[src/rtl/imem_loader.sv]
// Byte-stream program loader: packs bytes MSB-first into words and writes them to IMEM.
// Optional XOR checksum of written words when IMEM_LOADER_CHECKSUM_EN is defined.
module imem_loader #(
  parameter int NB_DATA_BUS = 32,
  parameter int N_ADDRESS = 128,
  parameter int NB_ADDRESS = $clog2(N_ADDRESS),
  parameter logic [NB_DATA_BUS-1:0] HALT_WORD = 32'hFFFFFFFF
) (
  input  logic                    i_clk,
  input  logic                    i_reset,
  input  logic                    i_start,
  input  logic [7:0]              i_rx_data,
  input  logic                    i_rx_valid,
  output logic [NB_ADDRESS-1:0]   o_w_addr,
  output logic [NB_DATA_BUS-1:0]  o_w_data,
  output logic                    o_w_en,
  output logic                    o_busy,
  output logic                    o_done,
  output logic                    o_overflow,
  output logic [NB_ADDRESS:0]     o_n_words,
  output logic [NB_DATA_BUS-1:0]  o_checksum
);

  localparam logic [1:0] IDLE  = 2'd0;
  localparam logic [1:0] LOAD  = 2'd1;
  localparam logic [1:0] WRITE = 2'd2;
  localparam logic [1:0] DONE  = 2'd3;

  localparam logic [NB_ADDRESS-1:0] LAST_ADDR =
    NB_ADDRESS'(N_ADDRESS - 1);

  logic [1:0]             r_state;
  logic [1:0]             r_byte_cnt;
  logic [NB_DATA_BUS-1:0] r_word;
  logic [NB_ADDRESS-1:0]  r_addr;
  logic                   r_w_en;
  logic [NB_ADDRESS:0]    r_n_words;
  logic                   r_overflow;

  logic w_start;
  logic w_byte;
  logic w_halt;
  logic w_last;

  assign w_start = i_start && (r_state == IDLE || r_state == DONE);
  // A byte arriving together with i_start is always dropped.
  assign w_byte  = i_rx_valid && !i_start && (r_state == LOAD);
  assign w_halt  = (r_word == HALT_WORD);
  assign w_last  = (r_addr == LAST_ADDR);

  always_ff @(posedge i_clk) begin
    if (i_reset) begin
      r_state    <= IDLE;
      r_byte_cnt <= '0;
      r_word     <= '0;
      r_addr     <= '0;
      r_w_en     <= 1'b0;
      r_n_words  <= '0;
      r_overflow <= 1'b0;
    end else begin
      r_w_en <= 1'b0;
      case (r_state)
        IDLE, DONE: begin
          if (w_start) begin
            r_state    <= LOAD;
            r_byte_cnt <= '0;
            r_word     <= '0;
            r_addr     <= '0;
            r_n_words  <= '0;
            r_overflow <= 1'b0;
          end
        end
        LOAD: begin
          if (w_byte) begin
            r_word     <= {r_word[NB_DATA_BUS-9:0], i_rx_data};
            r_byte_cnt <= r_byte_cnt + 2'd1;
            if (r_byte_cnt == 2'd3) begin
              r_state <= WRITE;
              r_w_en  <= 1'b1;
            end
          end
        end
        WRITE: begin
          r_n_words <= r_n_words + 1'b1;
          if (w_halt) begin
            r_state <= DONE;
          end else if (w_last) begin
            r_state    <= DONE;
            r_overflow <= 1'b1;
          end else begin
            r_addr  <= r_addr + 1'b1;
            r_state <= LOAD;
          end
        end
        default: r_state <= IDLE;
      endcase
    end
  end

  // Address and word registers stay frozen through WRITE, so they drive the bus directly.
  assign o_w_addr   = r_addr;
  assign o_w_data   = r_word;
  assign o_w_en     = r_w_en;
  assign o_busy     = (r_state == LOAD) || (r_state == WRITE);
  assign o_done     = (r_state == DONE);
  assign o_overflow = r_overflow;
  assign o_n_words  = r_n_words;

`ifdef IMEM_LOADER_CHECKSUM_EN
  logic [NB_DATA_BUS-1:0] r_checksum;

  always_ff @(posedge i_clk) begin
    if (i_reset) begin
      r_checksum <= '0;
    end else if (w_start) begin
      r_checksum <= '0;
    end else if (r_state == WRITE) begin
      r_checksum <= r_checksum ^ r_word;
    end
  end

  assign o_checksum = r_checksum;
`else
  assign o_checksum = '0;
`endif

endmodule

[config.mk]
export PLATFORM = sky130hd
export DESIGN_NAME = imem_loader
export DESIGN_NICKNAME = d
export VERILOG_FILES = /design/src/rtl/imem_loader.sv
export SDC_FILE = /design/constraint.sdc
export NUM_CORES = 1
export LEC_CHECK = 0
export ABC_AREA = 1
export CORE_MARGIN = 3
export CORE_UTILIZATION = 45
export CTS_CLUSTER_DIAMETER = 150
export DETAILED_ROUTE_END_ITERATION = 7
export DONT_BUFFER_PORTS = 1
export PLACE_DENSITY = 0.59
export SYNTH_ARGS = -nofsm -noshare
export SYNTH_HDL_FRONTEND = slang
export SYNTH_SLANG_ARGS = --single-unit
[constraint.sdc]
create_clock -name i_clk -period 2.7 [get_ports i_clk]
set_input_delay 0.27 -clock i_clk [delete_from_list [all_inputs] [get_ports i_clk]]
set_output_delay 0.27 -clock i_clk [all_outputs]
set_load 0.1 [all_outputs]
# Yosys cells after proc, flatten, opt, wreduce, memory -nomap -nowiden
# Index checks and enable logic that the tools add are counted.
classes:
  order_cmp: 0
  div_mod_pow: 0
  n_eq_ne: 12
  muxes: 23
  shifts: 0
  reduce_logical: 16
  n_addsub: 3
  n_bitwise: 2
  mul: 0
op_table:
  columns: ["cell", "n"]
  rows:
  - ["32-bit 2-to-1 mux", 2]
  - ["32-bit case mux with 2 select lines", 1]
  - ["32-bit == test, second input constant", 1]
  - ["7-bit 2-to-1 mux", 3]
  - ["8-bit case mux with 2 select lines", 1]
  - ["2-bit 2-to-1 mux", 7]
  - ["7-bit case mux with 2 select lines", 1]
  - ["2-bit != test, second input constant", 6]
  - ["8-bit by 1-bit adder with 8-bit output, second input constant", 1]
  - ["8-bit 2-to-1 mux", 1]
  - ["4-bit AND reduction", 2]
  - ["7-bit by 1-bit adder with 7-bit output, second input constant", 1]
  - ["7-bit == test, second input constant", 1]
  - ["2-bit == test, second input constant", 3]
  - ["2-bit case mux with 3 select lines", 1]
  - ["3-bit AND reduction", 2]
  - ["1-bit 2-to-1 mux", 4]
  - ["2-bit case mux with 2 select lines", 1]
  - ["2-bit nonzero test", 2]
  - ["1-bit logical AND", 3]
  - ["3-bit OR reduction", 1]
  - ["2-bit by 1-bit adder with 2-bit output, second input constant", 1]
  - ["2-bit by 1-bit == test with 1-bit output, second input constant", 1]
  - ["2-bit logical NOT", 1]
  - ["other kinds (6)", 8]
word_totals:
  ram_bits: 0
  output_inout_bits: 83
  romBits: 0
  n_memories: 0
  ff_bits: 53
  latchBits: 0
  elab_cells: 63

# Depth between registers and ports, before layout
# Gate-level depths: netlist (run 1).
depth:
  depth_word: 5
  depth_mapped: 12
  depth_no_buf: 11

# Worst setup path before layout (run 1)
# No wires, ideal clock.
synth_timing:
  path_kind: "reg-to-reg"
  start: "reg r_addr[0], in the netlist o_w_addr[0]"
  end: "reg r_addr[2], in the netlist o_w_addr[2]"
  period_less_slack_ns: 2.271
  setup_ns: 0.073
  slack_ns: 0.429
  path_buffers: 0
  required_ns: 2.627
  path_stages_with_launch: 8
  arrival_time_ns: 2.197
  cell_sequence: "dfxtp_1 ha_1 nand3_2 nor3_4 nand3_4 nand3_2 nand2_1 a21oi_1"
synth_between:
  elab_chain_len: 4
synth_lines:
  columns: ["item", "line", "text"]
  rows:
  - ["from (decl)", "35", "logic [NB_ADDRESS-1:0] r_addr;"]
  - ["from (signal assigned)", "91", "r_addr <= r_addr + 1'b1;"]
  - ["7-bit by 1-bit adder with 7-bit output", "91", null]
  - ["7-bit 2-to-1 mux", "87", "end else if (w_last) begin"]
  - ["7-bit 2-to-1 mux", "85", "if (w_halt) begin"]
  - ["7-bit case mux with 2 select lines", "62", "case (r_state)"]
# Several ways; a longest one is shown, not always the timed one. The select of a mux whose other input is x is not followed.
# A chain may end at the register's enable or synchronous reset.

# Worst setup path after layout (run 1)
layout_timing:
  start: "reg r_state[0]"
  end: "reg r_word[4], in the netlist o_w_data[4]"
layout_between:
  elab_chain_len: 5
layout_lines:
  columns: ["item", "line", "text"]
  rows:
  - ["from (decl)", "32", "logic [1:0] r_state;"]
  - ["from (signal assigned)", "53", "r_state <= IDLE;"]
  - ["from (signal assigned)", "65", "r_state <= LOAD;"]
  - ["from (signal assigned)", "78", "r_state <= WRITE;"]
  - ["2-bit == test or 2-bit logical NOT (tied branches)", "45, 62", null]
  - ["1-bit logical OR", "45", "assign w_start = i_start && (r_state == IDLE || r_state == DONE);"]
  - ["1-bit logical AND", "45", null]
  - ["2-bit != test (no source line)", null, null]
  - ["3-bit AND reduction (no source line)", null, null]
  - ["to (signal assigned)", "75", "r_word <= {r_word[NB_DATA_BUS-9:0], i_rx_data};"]
  - ["to (decl)", "34", "logic [NB_DATA_BUS-1:0] r_word;"]
# Several ways; a longest one is shown, not always the timed one.

==> results of run 1 <==
## timing repair
| item | 4_1_cts | 5_1_grt |
|---|---|---|
| buffers inserted | 0 | 0 |
| endpoints found under the hold margin | 0 | 5 |
| hold buffers | 0 | 1 |
## metal layers
metal / GRT usage [%] / wire (um)
met5: 0 / 0
met4: 5.02 / 75
met3: 4.70 / 490
met2: 29.4 / 3050
met1: 20.7 / 2820
## logic make-up after synthesis
| family | count (synthesis) |
|---|---|
| other cells | 1 |
| buf+inv | 82 |
| simple gates | 138 |
| xor+xnor | 1 |
| flops | 53 |
| fa+ha+maj | 7 |
| compound gates | 69 |
## worst max path at each step
stage                     start            to  cells past startpoint
floorplan           o_w_addr[0]   o_w_addr[2]                      7
global placement     r_state[0]  o_w_data[11]                      6
detailed placement   r_state[0]  o_w_data[11]                      6
CTS                  r_state[0]   o_w_data[4]                      6
global route         r_state[0]  o_n_words[4]                      9
finish               r_state[0]   o_w_data[4]                      6
## Yosys cell counts, drive strengths merged (7+ instances only)
master  count  share of area [%]
o21ai       7                1.7
nor2       22                3.3
nand2      57                7.5
o31ai       8                2.0
a211oi      9                3.6
ha          7                2.9
buf        44                 13
dfxtp      53                 35
nand4       9                1.9
nand3      40                9.5
a21oi      44                 11
nor3        8                1.9
inv        34                4.5
## cell type report
type | instances | area (um2)
multi-input combinational | 247 | 1510
fill | 646 | 3100
sequential | 53 | 1060
tap | 77 | 96.3
timing repair buffer | 52 | 393
clock buffer | 5 | 68.8
inverter | 34 | 135
clock inverter | 3 | 17.5
## where the power goes
group          switching, mW  internal (mW)  total, mW
sequential            0.0798          0.890      0.970
clock                  0.265          0.180      0.444
combinational           1.71          0.421       2.13
total                   2.05           1.49       3.54
## state kept, by name, indices dropped and copies added, names as in the netlist
register	flops
r_state	2
o_w_addr	7
o_w_en	1
o_overflow	1
o_w_data	32
o_n_words	8
r_byte_cnt	2
## cell usage in the layout (no fill, tap or decap), types with 4 or more instances in the layout
master and count:
nor3_1 6, ha_1 7, o31ai_1 8, nand4_1 9
inv_1 29, dfxtp_1 53, conb_1 32, a21oi_2 25
a211oi_2 8, nand2_1 53, o21ai_0 5, a21oi_1 17
clkbuf_8 5, nand2_2 4, nand3_2 12, nor2_1 19
nand3_1 26, buf_4 51
## stage by stage
step	setup slack, ns	hold slack [ns]	util, %	power [mW]
3_3_place_gp	0.531	0.343	49.9	3.10
2_1_floorplan	0.429	0.413	-	3.04
4_1_cts	0.430	0.00587	51.3	3.57
6_report	0.463	0.0314	51.4	3.54
5_1_grt	0.302	0.0110	51.4	3.74
3_5_place_dp	0.464	0.342	49.9	3.13
==> results.md, run 1 <==
- N_diodes: 0
- Worst R2R Path Depth: 6
- Cells after Synth: about 350
- RSZ-0062 raised after global routing: no
- Cell Chain, Critical Path: inv_1 -> ha_1 -> o21ai_4 -> buf_4 -> nand2_1 -> a21oi_2
- Std cell rows: 29
- CTS Root Cell: clkbuf_8
- Setup Skew: 0.00830 ns
- Leak Pwr: 1.29 nW
- RR Startpoint: r_state[0]
- Clock Latency Late Sink: about 0.31 ns
- First-pass GRT wire length: approximately 10000 um
- Max_slew headroom: between 30% and 40%
- Post-synthesis xor/xnor area fraction: less than 1%
- Worst Path Required: just under 3 ns
- Reg2Reg Setup Slack: around 0.46 ns
- Maximum vdd ir drop: roughly 0.63 mV
- Finished Cell Area: about 0.0033 mm2
- Vias in the first global route: approximately 2.2k
- Sequential-to-total area share from yosys stat: 35.4%
- Antenna Violating Nets Remaining: 0
- P per Cell Area: 1080 mW/mm2
- Via count: 2336
- Hold Path Origin: i_reset
- Critical Path Start Type: flip-flop
- Post-CTS Resized: 0
- DRC viols: 0
- Worst Tran Pin Value: between 0.9 and 1 ns
- Die area: around 0.0077 mm2
- Main synth FF type: dfxtp_1
- Cells on Worst Hold Path: 1
- Die height: 87.6 um
- Clock Path Buffers: 2
- Async S/R FF share, synth: 0%
- Post-Place Cells: approximately 460
- I/O Buffers: 0
- Initial antenna violation count: 0
- Max Slew Vio Count: 0
- Worst hold path class: in2reg
- Post-synthesis compound-gate area fraction: about a fifth
- CTS buffer count: 5
- Via/cell ratio: 4.96
- Layout cells sized above 1: around a third
- Synth Register Bits: 53
- DPL Wire Length: between 4000 and 5000 um
- Syn Std Cell Area: approximately 0.0030 mm2
- Layout Nets: 412
- Total grt overflow: 0
- Slowest-stage cell, CP: o21ai_4
- DRT Pass-1 Iters: 4
- Setup_tns: 0 ns
- Final non-filler cell total: between 400 and 500
- Final hold violations: 0
- Crit path arrival time: 2.48 ns
- P&R area growth vs syn: 9.51%
- Worst setup EP type: flip-flop
- Total track usage: roughly 17%
- Min cycle time layout: about 2.2 ns
- Clock sink total: 53
- Post-synthesis adder-cell area fraction: 2.92%
- Core Area: between 0.006 and 0.007 mm2
- WP buf/inv: 2
- Delay-heaviest family, CP: compound AO/OA/AOI/OAI gates
- Violation count after the first detailed-routing iteration: 86
- Crit path kind: reg2reg
- Worst Path Max Fanout: 29
- Largest net degree at the start of global routing: 43
- Final setup vio count: 0
- Critical R2R Capture: o_w_data[4]
- Post-synth EDFFs: 0
- Sink of the worst hold path: o_n_words[7]
- Critical Path Max Stage Delay: ~0.8 ns
- Achievable Freq: approximately 0.45 GHz
- Syn. warnings: 0
- Number of H-tree levels: 2
- CTS tree: done
- Routed WL: 6430 um
- Routed wire per std cell: between 10 and 15 um
- Fin crit share: 82.8%
- Syn avg cell area: 8.54 um2
- Largest family of logic cells by synthesized area: simple AND/OR/NAND/NOR gates
- Clock Pin Slew Worst Setup and Hold Paths: 0.10 ns
- Placed Area: roughly 0.0032 mm2
- Mux contribution to synthesized area: 0%
- Status: finished, final reports clean
- Netlist cell types: 39
- Max Cap Viol: 0
- Gp weighted congestion: roughly 0.77
- IO Pins: 95
- Die Wd: 87.6 um
- Synth Area in Simple Gates: between 20% and 30%
- Initial core utilization: between 40% and 50%
(Power assumes the default switching activity.)
==> run 2, diff against run 1 <==
clock period = 2.2 ns   (was 2.7 ns; I/O delays follow)
==> run 2 against run 1 <==
Final cell count up 1.5%. Die area unchanged. Via count down 0.47%. Clock-buffer cell count up 1. First-iteration DRC count up 19%. Critical path type unchanged. Largest cell class unchanged.
==> results.md, run 2 (synthesis gave the netlist of run 1 again) <==
- Die area: between 0.007 and 0.008 mm2
- Layout Nets: roughly 420
- Total track usage: between 10% and 20%
- Routed WL: 6430 um
- Total grt overflow: 0
- WP buf/inv: 3
- Critical Path Start Type: flip-flop
- DRT Pass-1 Iters: 4
- Commonest cells after routing, fill and taps aside: buf_4, nand2_1, dfxtp_1, conb_1, inv_1
- DRC viols: 0
- Max Cap Viol: 0
- CTS tree: done
- RSZ-0062 raised after global routing: no
- Clock Pin Slew Worst Setup and Hold Paths: approximately 0.09 ns
- CTS Root Cell: clkbuf_8
- Worst Path Required: approximately 2.5 ns
- Clock sink total: 53
- Post-CTS Resized: 0
- Worst Path Max Fanout: 21
- Via count: roughly 2.3k
- Final setup vio count: 0
- Routed wire per std cell: around 13 um
- Delay-heaviest family, CP: buffers and inverters
- Vias in the first global route: about 2.2k
- Most common cell after layout, fill and taps aside: buf_4
- CTS buffer count: 5
- Via/cell ratio: 4.86
- Clock Path Buffers: 2
- Worst path most repeated cell: nor2_4
- DPL Wire Length: roughly 4800 um
- I/O Buffers: 0
- Layout cells sized above 1: between 30 and 40%
- Slowest-stage cell, CP: dfxtp_1
- Hold buffers post-CTS: 3
- Largest net degree at the start of global routing: 34
- Fin crit share: between 90% and 100%
- Core Area: 0.00639 mm2
- Critical Path Max Stage Delay: roughly 0.41 ns
- Worst setup EP type: flip-flop
- Placed Area: 0.00323 mm2
- P per Cell Area: approximately 1300 mW/mm2
- Achievable Freq: approximately 0.50 GHz
- Worst Tran Pin Value: between 0.7 and 0.8 ns
- Die Wd: slightly below 90 um
- Worst hold path class: in2reg
- Crit path kind: reg2reg
- Final hold violations: 0
- Initial core utilization: 47.0%
- Hold_ws: approximately 0.046 ns
- N_diodes: 0
- Cell Chain, Critical Path: inv_1 -> ha_1 -> inv_2 -> nor2_4 -> nor2_4 -> o21ai_4 -> buf_4 -> nand2_1 -> a21oi_2
- Number of flip-flops in the largest register: 32
- Finished Cell Area: 0.00335 mm2
- IO Pins: 95
- Total power: 4.41 mW
- Crit path arrival time: approximately 2.3 ns
- Setup_tns: 0 ns
- Die height: 87.6 um
- Post-CTS setup buffers: 0
- Max_slew headroom: 50.1%
- First-pass GRT wire length: 10400 um
- Min cycle time layout: roughly 2.0 ns
- Max Slew Vio Count: 0
- Status: finished, final reports clean
- Number of H-tree levels: 2
- Final core area utilization: a little over half
- Setup Skew: roughly 0.0059 ns
- Antenna Violating Nets Remaining: 0
- Gp weighted congestion: 0.806
- P&R area growth vs syn: 11.7%
- Std cell rows: 29
- Violation count after the first detailed-routing iteration: around 100
- # fillers: between 600 and 700
- Maximum vdd ir drop: 0.772 mV
- Clock Latency Late Sink: 0.31 ns
- Leak Pwr: 1.33 nW
- Initial antenna violation count: 0
==> run 2: path summary, 6_finish.rpt <==
path	startpoint	endpoint	slack, ns	depth (start not counted)
max	r_state[0]	o_w_data[1]	0.19	9
min	i_rx_data[1]	o_w_data[1]	0.05	2
min reg2reg	r_byte_cnt[0]	r_byte_cnt[0]	0.47	1
max reg2reg	r_state[0]	o_w_data[1]	0.19	9
==> run 2: where the power goes <==
part           internal (mW)  switching [mW]  leakage (nW)
Clock                  0.222           0.321        0.0450
Combinational          0.562            2.13         0.856
Sequential              1.09          0.0783         0.431
==> run 2: worst register-to-register path, cell delays in order (launching register included) <==
cell     delay, ns
dfxtp_1       0.41
inv_1         0.06
ha_1          0.34
inv_2         0.09
nor2_4        0.16
nor2_4        0.07
o21ai_4       0.28
buf_4         0.32
nand2_1       0.09
a21oi_2       0.13
==> run 2: layer usage <==
| metal | global-route usage, % | part of all wire, % | vias to the layer above |
|---|---|---|---|
| met5 | 0 | 0 | - |
| met4 | 5.86 | 1.3 | 0 |
| met3 | 5.83 | 9.3 | 6 |
| met2 | 28.3 | 47 | 86 |
| met1 | 20.9 | 43 | 1028 |
| li1 | - | - | 1205 |
==> run 2: area by class of cell <==
| type | instances | area, um2 | share of cell area [%] |
|---|---|---|---|
| Clock buffer | 6 | 72.6 | 2.17 |
| Tap cell | 77 | 96.3 | 2.88 |
| Sequential cell | 53 | 1060 | 31.7 |
| Inverter | 34 | 135 | 4.03 |
| Multi-Input combinational cell | 247 | 1510 | 45.1 |
| Clock inverter | 2 | 10.0 | 0.299 |
| Timing Repair Buffer | 59 | 460 | 13.7 |
==> run 2: metrics by stage <==
step / cells / setup slack [ns]
5_1_grt: 478 / 0.0172
3_5_place_dp: 467 / 0.196
2_1_floorplan: 382 / 0.0965
4_1_cts: 478 / 0.180
3_3_place_gp: 467 / 0.231
6_report: 478 / 0.192
==> run 3, diff against run 2 <==
PLACE_DENSITY = 0.61   (was 0.59)
clock period = 1.7 ns   (was 2.2 ns; I/O delays follow)
==> run 3 against run 2 <==
Register-to-register slack lost 0.18 ns. Non-clock buffer count grew 23. First-iteration DRC count shrank 8.8%. Flip-flop and latch count is the same. Power grew 46%. Sequential share of layout area shrank 1.5 points. Routed wire length grew 5.7%. Critical path type unchanged. Critical endpoint is now o_w_data[21].
==> results.md, run 3 (synthesis gave the netlist of run 1 again) <==
- Crit path kind: reg2reg
- Gp weighted congestion: approximately 0.86
- Worst Path Required: a little under 2 ns
- Max Slew Vio Count: 0
- Fin crit share: between 90% and 100%
- Die area: between 0.007 and 0.008 mm2
- I/O Buffers: 0
- Place WS: -0.0270 ns
- Commonest cells after routing, fill and taps aside: buf_4, nand2_1, dfxtp_2, conb_1, inv_1
- Met1 Usage GRT: a little over a fifth
- Clk network pwr share: approximately 11%
- Maximum vdd ir drop: 0.846 mV
- WP buf/inv: 3
- Achievable Freq: 0.592 GHz
- Final worst-path setup slack: around 0.0097 ns
- Seq pwr share: approximately 24%
- Largest net degree at the start of global routing: 42
- Core Area: between 0.006 and 0.007 mm2
- DPL Wire Length: about 4900 um
- Violation count after the first detailed-routing iteration: 93
- DRC viols: 0
- Antenna Violating Nets Remaining: 0
- Clock Latency Late Sink: just over 0.3 ns
- Routed WL: about 6800 um
- Switching share of power: between 50% and 60%
- Die Wd: 87.6 um
- Vias in the first global route: 2297
- Final hold violations: 0
- Total track usage: a little under a fifth
- Reg2Reg Setup Slack: about 0.0097 ns
- Status: finished, final reports clean
- Min cycle time layout: ~1.7 ns
- Clock Path Buffers: 2
- Met3 Use GR: between 5 and 6%
- Initial core utilization: between 40% and 50%
- CTS buffer count: 5
- Std cell rows: 29
- Setup Skew: 0.00766 ns
- Clock sink total: 53
- Most common cell after layout, fill and taps aside: buf_4
- Switching power total: between 3 and 4 mW
- RSZ-0062 raised after global routing: yes
- Hold_ws: roughly 0.016 ns
- Initial antenna violation count: 0
- Worst Path Max Fanout: 16
- Cell Chain, Critical Path: inv_2 -> ha_4 -> inv_12 -> nor2_4 -> nor2_4 -> o21ai_4 -> buf_12 -> a21oi_2 -> a211oi_2
- Via count: 2495
- Layout Nets: around 440
- Routed wire per std cell: ~14 um
- Die height: 87.6 um
- # fillers: 590
- Internal: ~2.9 mW
- DRT Pass-1 Iters: 4
- Layout cells sized above 1: 46.8%
- Worst hold path class: in2reg
- Via/cell ratio: ~5.0
- Combinational share of power: around two thirds
- Total grt overflow: 0
- Number of flip-flops in the largest register: 32
- First-pass GRT wire length: roughly 11000 um
- Global route hottest layer: met2
- Delay-heaviest family, CP: compound AO/OA/AOI/OAI gates
- N_diodes: 0
- Finished Cell Area: ~0.0037 mm2
- Max Cap Viol: 0
- GR Util met2: between 30 and 40%
- Leak Pwr: between 1.5 and 2 nW
- Clock Pin Slew Worst Setup and Hold Paths: around 0.10 ns
- Worst path most repeated cell: nor2_4
- Final setup vio count: 0
- CTS tree: done
- Placed Area: 0.00338 mm2
- IO Pins: between 90 and 100
- Slowest-stage cell, CP: dfxtp_2
- Worst setup EP type: flip-flop
- Critical Path Start Type: flip-flop
- P&R area growth vs syn: 23.9%
- Critical Path Max Stage Delay: between 0.3 and 0.4 ns
- CTS Root Cell: clkbuf_8
- Crit path arrival time: 1.92 ns
- P per Cell Area: 1730 mW/mm2
- Number of H-tree levels: 2
[run 3: routing by layer]
layer,wire length [um],up-vias
li1,-,1254
met1,2870,1150
met2,3310,85
met3,536,6
met4,85,0
met5,0,-
[run 3: worst register-to-register path, stage by stage (launching register included)]
cell,delay (ns)
dfxtp_2,0.36
inv_2,0.05
ha_4,0.32
inv_12,0.05
nor2_4,0.15
nor2_4,0.08
o21ai_4,0.18
buf_12,0.22
a21oi_2,0.05
a211oi_2,0.16
[run 3: area by class of cell]
cell class,count,area [um2],area share (%)
Clock inverter,2,10.0,0.269
Timing Repair inverter,1,6.26,0.168
Timing Repair Buffer,82,688,18.5
Multi-Input combinational cell,247,1570,42.3
Sequential cell,53,1120,30.2
Inverter,34,148,3.97
Tap cell,77,96.3,2.59
Clock buffer,6,72.6,1.95
[run 3: per-stage QoR]
stage	utilization (%)	std cells	power [mW]	setup TNS, ns
final	58.2	502	6.43	0
after global routing	58.2	502	6.78	-1.13
after CTS	56.2	495	6.14	0
after detailed placement	53.0	475	5.31	-0.219
after global placement	53.0	475	5.27	0
after floorplan	-	382	4.95	0
[run 3: power by group through the flow]
stage	registers, mW	logic (mW)	clock network [mW]
after floorplan	2.63	2.32	0
after global placement	1.58	3.70	0
after detailed placement	1.58	3.73	0
after CTS	1.56	3.86	0.724
after global routing	1.59	4.43	0.763
final	1.56	4.18	0.694
[run 3: final timing paths]
kind            startpoint  depth (start not counted)            end
min reg2reg  r_byte_cnt[0]                          1  r_byte_cnt[0]
max             r_state[0]                          9   o_w_data[21]
min           i_rx_data[7]                          2    o_w_data[7]
max reg2reg     r_state[0]                          9   o_w_data[21]
[run 3: repair_timing]
item | in CTS | in global routing
resized for setup | 2 | 16
endpoints found under the setup margin | 24 | 42
pin swaps | 1 | 5
gates cloned | 1 | 1
buffers inserted | 2 | 6
hold buffers | 9 | 0
endpoints found under the hold margin | 41 | 0
==> patch 1 (config.mk and constraints of run 2) <==
`N_ADDRESS`: 128 -> 256.
--- a/src/rtl/imem_loader.sv
+++ b/src/rtl/imem_loader.sv
@@ -2,7 +2,7 @@
 // Optional XOR checksum of written words when IMEM_LOADER_CHECKSUM_EN is defined.
 module imem_loader #(
   parameter int NB_DATA_BUS = 32,
-  parameter int N_ADDRESS = 128,
+  parameter int N_ADDRESS = 256,
   parameter int NB_ADDRESS = $clog2(N_ADDRESS),
   parameter logic [NB_DATA_BUS-1:0] HALT_WORD = 32'hFFFFFFFF
 ) (
Interface: changed (resized o_n_words and o_w_addr); port bits go from 95 to 97. The function was not compared with the original's and may differ.
==> patch 1 against run 2 <==
  * Sequential cell count grew 2
  * Synthesized cell count rose by 7.4%
  * Final area shrank 2.7%
  * Sequential share of layout area up 2.0 points
  * Synthesized area is 5.4% lower
  * Worst setup slack improved by 150 ps
  * Routed wire length grew 2.3%
  * Combinational power decreased by 27%
  * Power is 16% lower
  * Largest power group unchanged
==> patch 1: results (changes against run 2) <==
The final count of negative-setup-slack endpoints came out at 0 (unchanged). The measured slew at the worst slew-check pin came to 884 ps (+138 ps). The detailed-route vias per instance is 4.96 (+2.0%). The share of layout cells above drive strength 1 is 0.188 (-0.138). The worst reg-to-reg path cell count is 7 (-2). The total global-route track usage is 0.183 (+0.0112). The total iterations of the first detailed-routing run is 5 (+1).

The post-synthesis share of cell area spent on full adders, half adders and majority gates is 0.0309 (+0.00166). The critical path ends at r_byte_cnt[0]. The maximum number of pins on one net before global-route repair was 24 (-29%).

The sequential element share of the synthesized area is 0.388 (+0.0342). The static leakage is 1.42 nW (+6.8%). The shortest period the worst path allows is 1860 ps (-148 ps). The minimum setup slack after placement is 364 ps (+168 ps). The final net count came to 448 (+6.9%). The combinational power is 1.98 mW (-27%). The total power is 3.71 mW (-16%).

The post-synthesis compound-gate area fraction came out at 0.124 (-0.0634). The number of diodes added for antenna fixing came out at 0 (unchanged). The worst hold slack across all endpoints is 9.95 ps (-35.8 ps). The count of distinct cell types in the synthesized netlist is 34 (-13%).

The worst setup path is captured at a flop. The startpoint identified for the worst hold timing path is i_reset. The last weighted congestion value of the routability-driven placer was 0.800 (-0.66%). The slack of the worst reg-to-reg path came out at 340 ps (+150 ps).

The final clock skew is 7.20 ps (+1.34 ps). The final design area excluding fillers came to 3260 sq um (-2.7%). The flow ran to the end, and the final reports show no timing, DRC or antenna violations.

The worst hold path depth came out at 1 (-1). The detailed-route via count is 2,506 (+7.8%). The data arrival time of the critical path is 2050 ps (-210 ps).

The xor/xnor cell area share of the yosys netlist is 0.00309 (+0.000166). By count the netlist is led by sky130_fd_sc_hd__nand2_1, sky130_fd_sc_hd__dfxtp_1, sky130_fd_sc_hd__nand3_1. The area of placed instances is 3150 sq um (-2.6%). The maximum net fanout on the critical path was 9 (-57%).

The first-pass GRT wire length is 10.8 mm (+3.6%). The cell type group with the largest total delay on the critical path is flip-flops. The worst min-delay path endpoint is o_w_data[30]. The number of global-route vias before repair came out at 2,240 (+2.2%). By area the synthesized netlist is led by sky130_fd_sc_hd__dfxtp_1, sky130_fd_sc_hd__nand2_1, sky130_fd_sc_hd__nand3_1, sky130_fd_sc_hd__buf_4, sky130_fd_sc_hd__inv_1.

The placed wire-length estimate after detailed placement is 4.93 mm (+3.5%). The number of cells after detailed placement came out at 495 (+6.0%).
[patch 1: cell count changes in the layout (fill, tap and decap cells not counted), moves of 5 or more]
cell                       delta
sky130_fd_sc_hd__a21oi_2     -24
sky130_fd_sc_hd__nand2_1     +20
sky130_fd_sc_hd__a22oi_1      +7
sky130_fd_sc_hd__nor2_1       +5
sky130_fd_sc_hd__a21oi_1      +9
sky130_fd_sc_hd__nand3_2      -9
sky130_fd_sc_hd__nand3_1     +26
sky130_fd_sc_hd__a211oi_2     -8
sky130_fd_sc_hd__inv_1        +6
[patch 1: per-layer routing]
layer | track usage | routed length (um) | vias to the layer above
met3 | 0.0650 | 691 | 5
met2 | 0.270 | 2940 | 102
met5 | 0 | 0 | -
met1 | 0.250 | 2880 | 1112
met4 | 0.0532 | 69 | 0
li1 | - | - | 1287
[patch 1: final cells by class]
type,instances,share of cell area
clock buffer,7,0.0265
clock inverter,1,0.00269
inverter,38,0.0445
multi-input combinational,267,0.416
sequential,55,0.338
tap,75,0.0288
timing repair buffer,62,0.144
[patch 1: worst reg2reg max path, cell delays in order (launching register included)]
cell                       delay (ps)
sky130_fd_sc_hd__dfxtp_1          410
sky130_fd_sc_hd__inv_1             60
sky130_fd_sc_hd__ha_1             400
sky130_fd_sc_hd__nand2_4          110
sky130_fd_sc_hd__nand3_2          220
sky130_fd_sc_hd__clkinv_1         270
sky130_fd_sc_hd__o21ai_0          220
sky130_fd_sc_hd__a21oi_1           50
[patch 1: what timing repair did]
action	CTS	global route
buffers inserted	0	0
endpoints found under the hold margin	23	1
hold buffers	1	1
==> patch 2 (flow settings as in run 2) <==
Without the edit above. Put a register stage on the outputs `o_busy` and `o_done`, with the module's reset. The values now appear one clock later. The other outputs are not delayed to match.
--- a/src/rtl/imem_loader.sv
+++ b/src/rtl/imem_loader.sv
@@ -101,8 +101,15 @@
   assign o_w_addr   = r_addr;
   assign o_w_data   = r_word;
   assign o_w_en     = r_w_en;
-  assign o_busy     = (r_state == LOAD) || (r_state == WRITE);
-  assign o_done     = (r_state == DONE);
+  always_ff @(posedge i_clk) begin
+    if (i_reset) begin
+      o_busy <= '0;
+      o_done <= '0;
+    end else begin
+      o_busy <= (r_state == LOAD) || (r_state == WRITE);
+      o_done <= (r_state == DONE);
+    end
+  end
   assign o_overflow = r_overflow;
   assign o_n_words  = r_n_words;
 
Check against the original RTL: not equivalent (Yosys sat finds a counterexample within 4 cycles, from zero or initial values and one cycle with i_reset high).
==> patch 2 against run 2 <==
  * Die area fell by 2.8%
  * Worst setup slack improved by 34 ps
  * Sequential cell count rose by 2
  * Power fell by 0.93%
  * Via count rose by 3.8%
  * Synthesized area fell by 3.0%
  * Final area rose by 0.30%
  * Routed wire length rose by 0.58%
==> patch 2: results (changes against run 2) <==
The last weighted congestion value of the routability-driven placer is 0.779 (-3.3%). Following the worst setup path forward leads to its endpoint at o_w_data[4]. The synthesized area per cell came out at 8.17 sq um (-4.4%). Ranked by instance count, the synthesized netlist is headed by sky130_fd_sc_hd__dfxtp_1, sky130_fd_sc_hd__nand2_1, sky130_fd_sc_hd__nand3_1.

The first-pass GRT wire length came out at 10.6 mm (+2.4%). The area occupied by registers came out at 1100 sq um (+3.8%). The data arrival time of the critical path is 2220 ps (-40 ps). The number of global-route vias before repair came out at 2,270 (+3.6%).

The flow ran to the end, and the final reports show no timing, DRC or antenna violations. The average wire length per cell after detail routing came out at 13.4 um (-0.67%). The path with the worst hold slack has its endpoint at o_w_en. The share of layout cells above drive strength 1 came out at 0.293 (-0.0333). In the post-synthesis netlist, the biggest area contributors are sky130_fd_sc_hd__dfxtp_1, sky130_fd_sc_hd__buf_4, sky130_fd_sc_hd__a21oi_2, sky130_fd_sc_hd__nand3_1, sky130_fd_sc_hd__nand2_1.

The total global-route track usage was 0.175 (+0.00399). The count of distinct cell types in the synthesized netlist came to 33 (-15%). The maximum vdd ir drop came out at 0.791 mV (+2.5%). The routing usage on met1 was 0.230 (+0.0212). The minimum setup slack after placement came out at 235 ps (+38.9 ps). The startpoint identified for the worst hold timing path is i_rx_valid. The fill cell total of the finished layout came to 573 (-4.7%). The maximum net fanout on the critical path is 14 (-33%).

The met3 wire length is 546 um (-9.0%). The highest achievable clock rate came out at 507 MHz (+1.7%). The maximum number of pins on one net before global-route repair is 42 (+24%). The area of placed instances is 3240 sq um (+0.23%).
patch 2: cell count changes in the layout (fill, tap and decap cells not counted), sizes merged:
cell                run 2  this run
o21ai                   7         6
nand4                   9        10
nor2                   22        23
dfxtp                  53        55
a21oi                  44        43
clkbuf                  6         5
dlygate4sd3             2         1
nand3                  40        41
a31oi                   0         1
buf                    57        63
patch 2: what timing repair did:
item	CTS	global route
hold endpoints to repair	41	0
hold buffers	2	0
buffers inserted	0	0
patch 2: report_power, final:
part	internal (mW)	switching (mW)	total [mW]
registers	1.13	0.0731	1.20
clock network	0.225	0.339	0.564
logic	0.622	1.98	2.60
patch 2: layout make-up:
type                            count  share of cell area
Tap cell                           75              0.0279
Timing Repair Buffer               64               0.157
Inverter                           33              0.0383
Clock inverter                      3             0.00558
Multi-Input combinational cell    249               0.422
Sequential cell                    55               0.328
Clock buffer                        5              0.0205
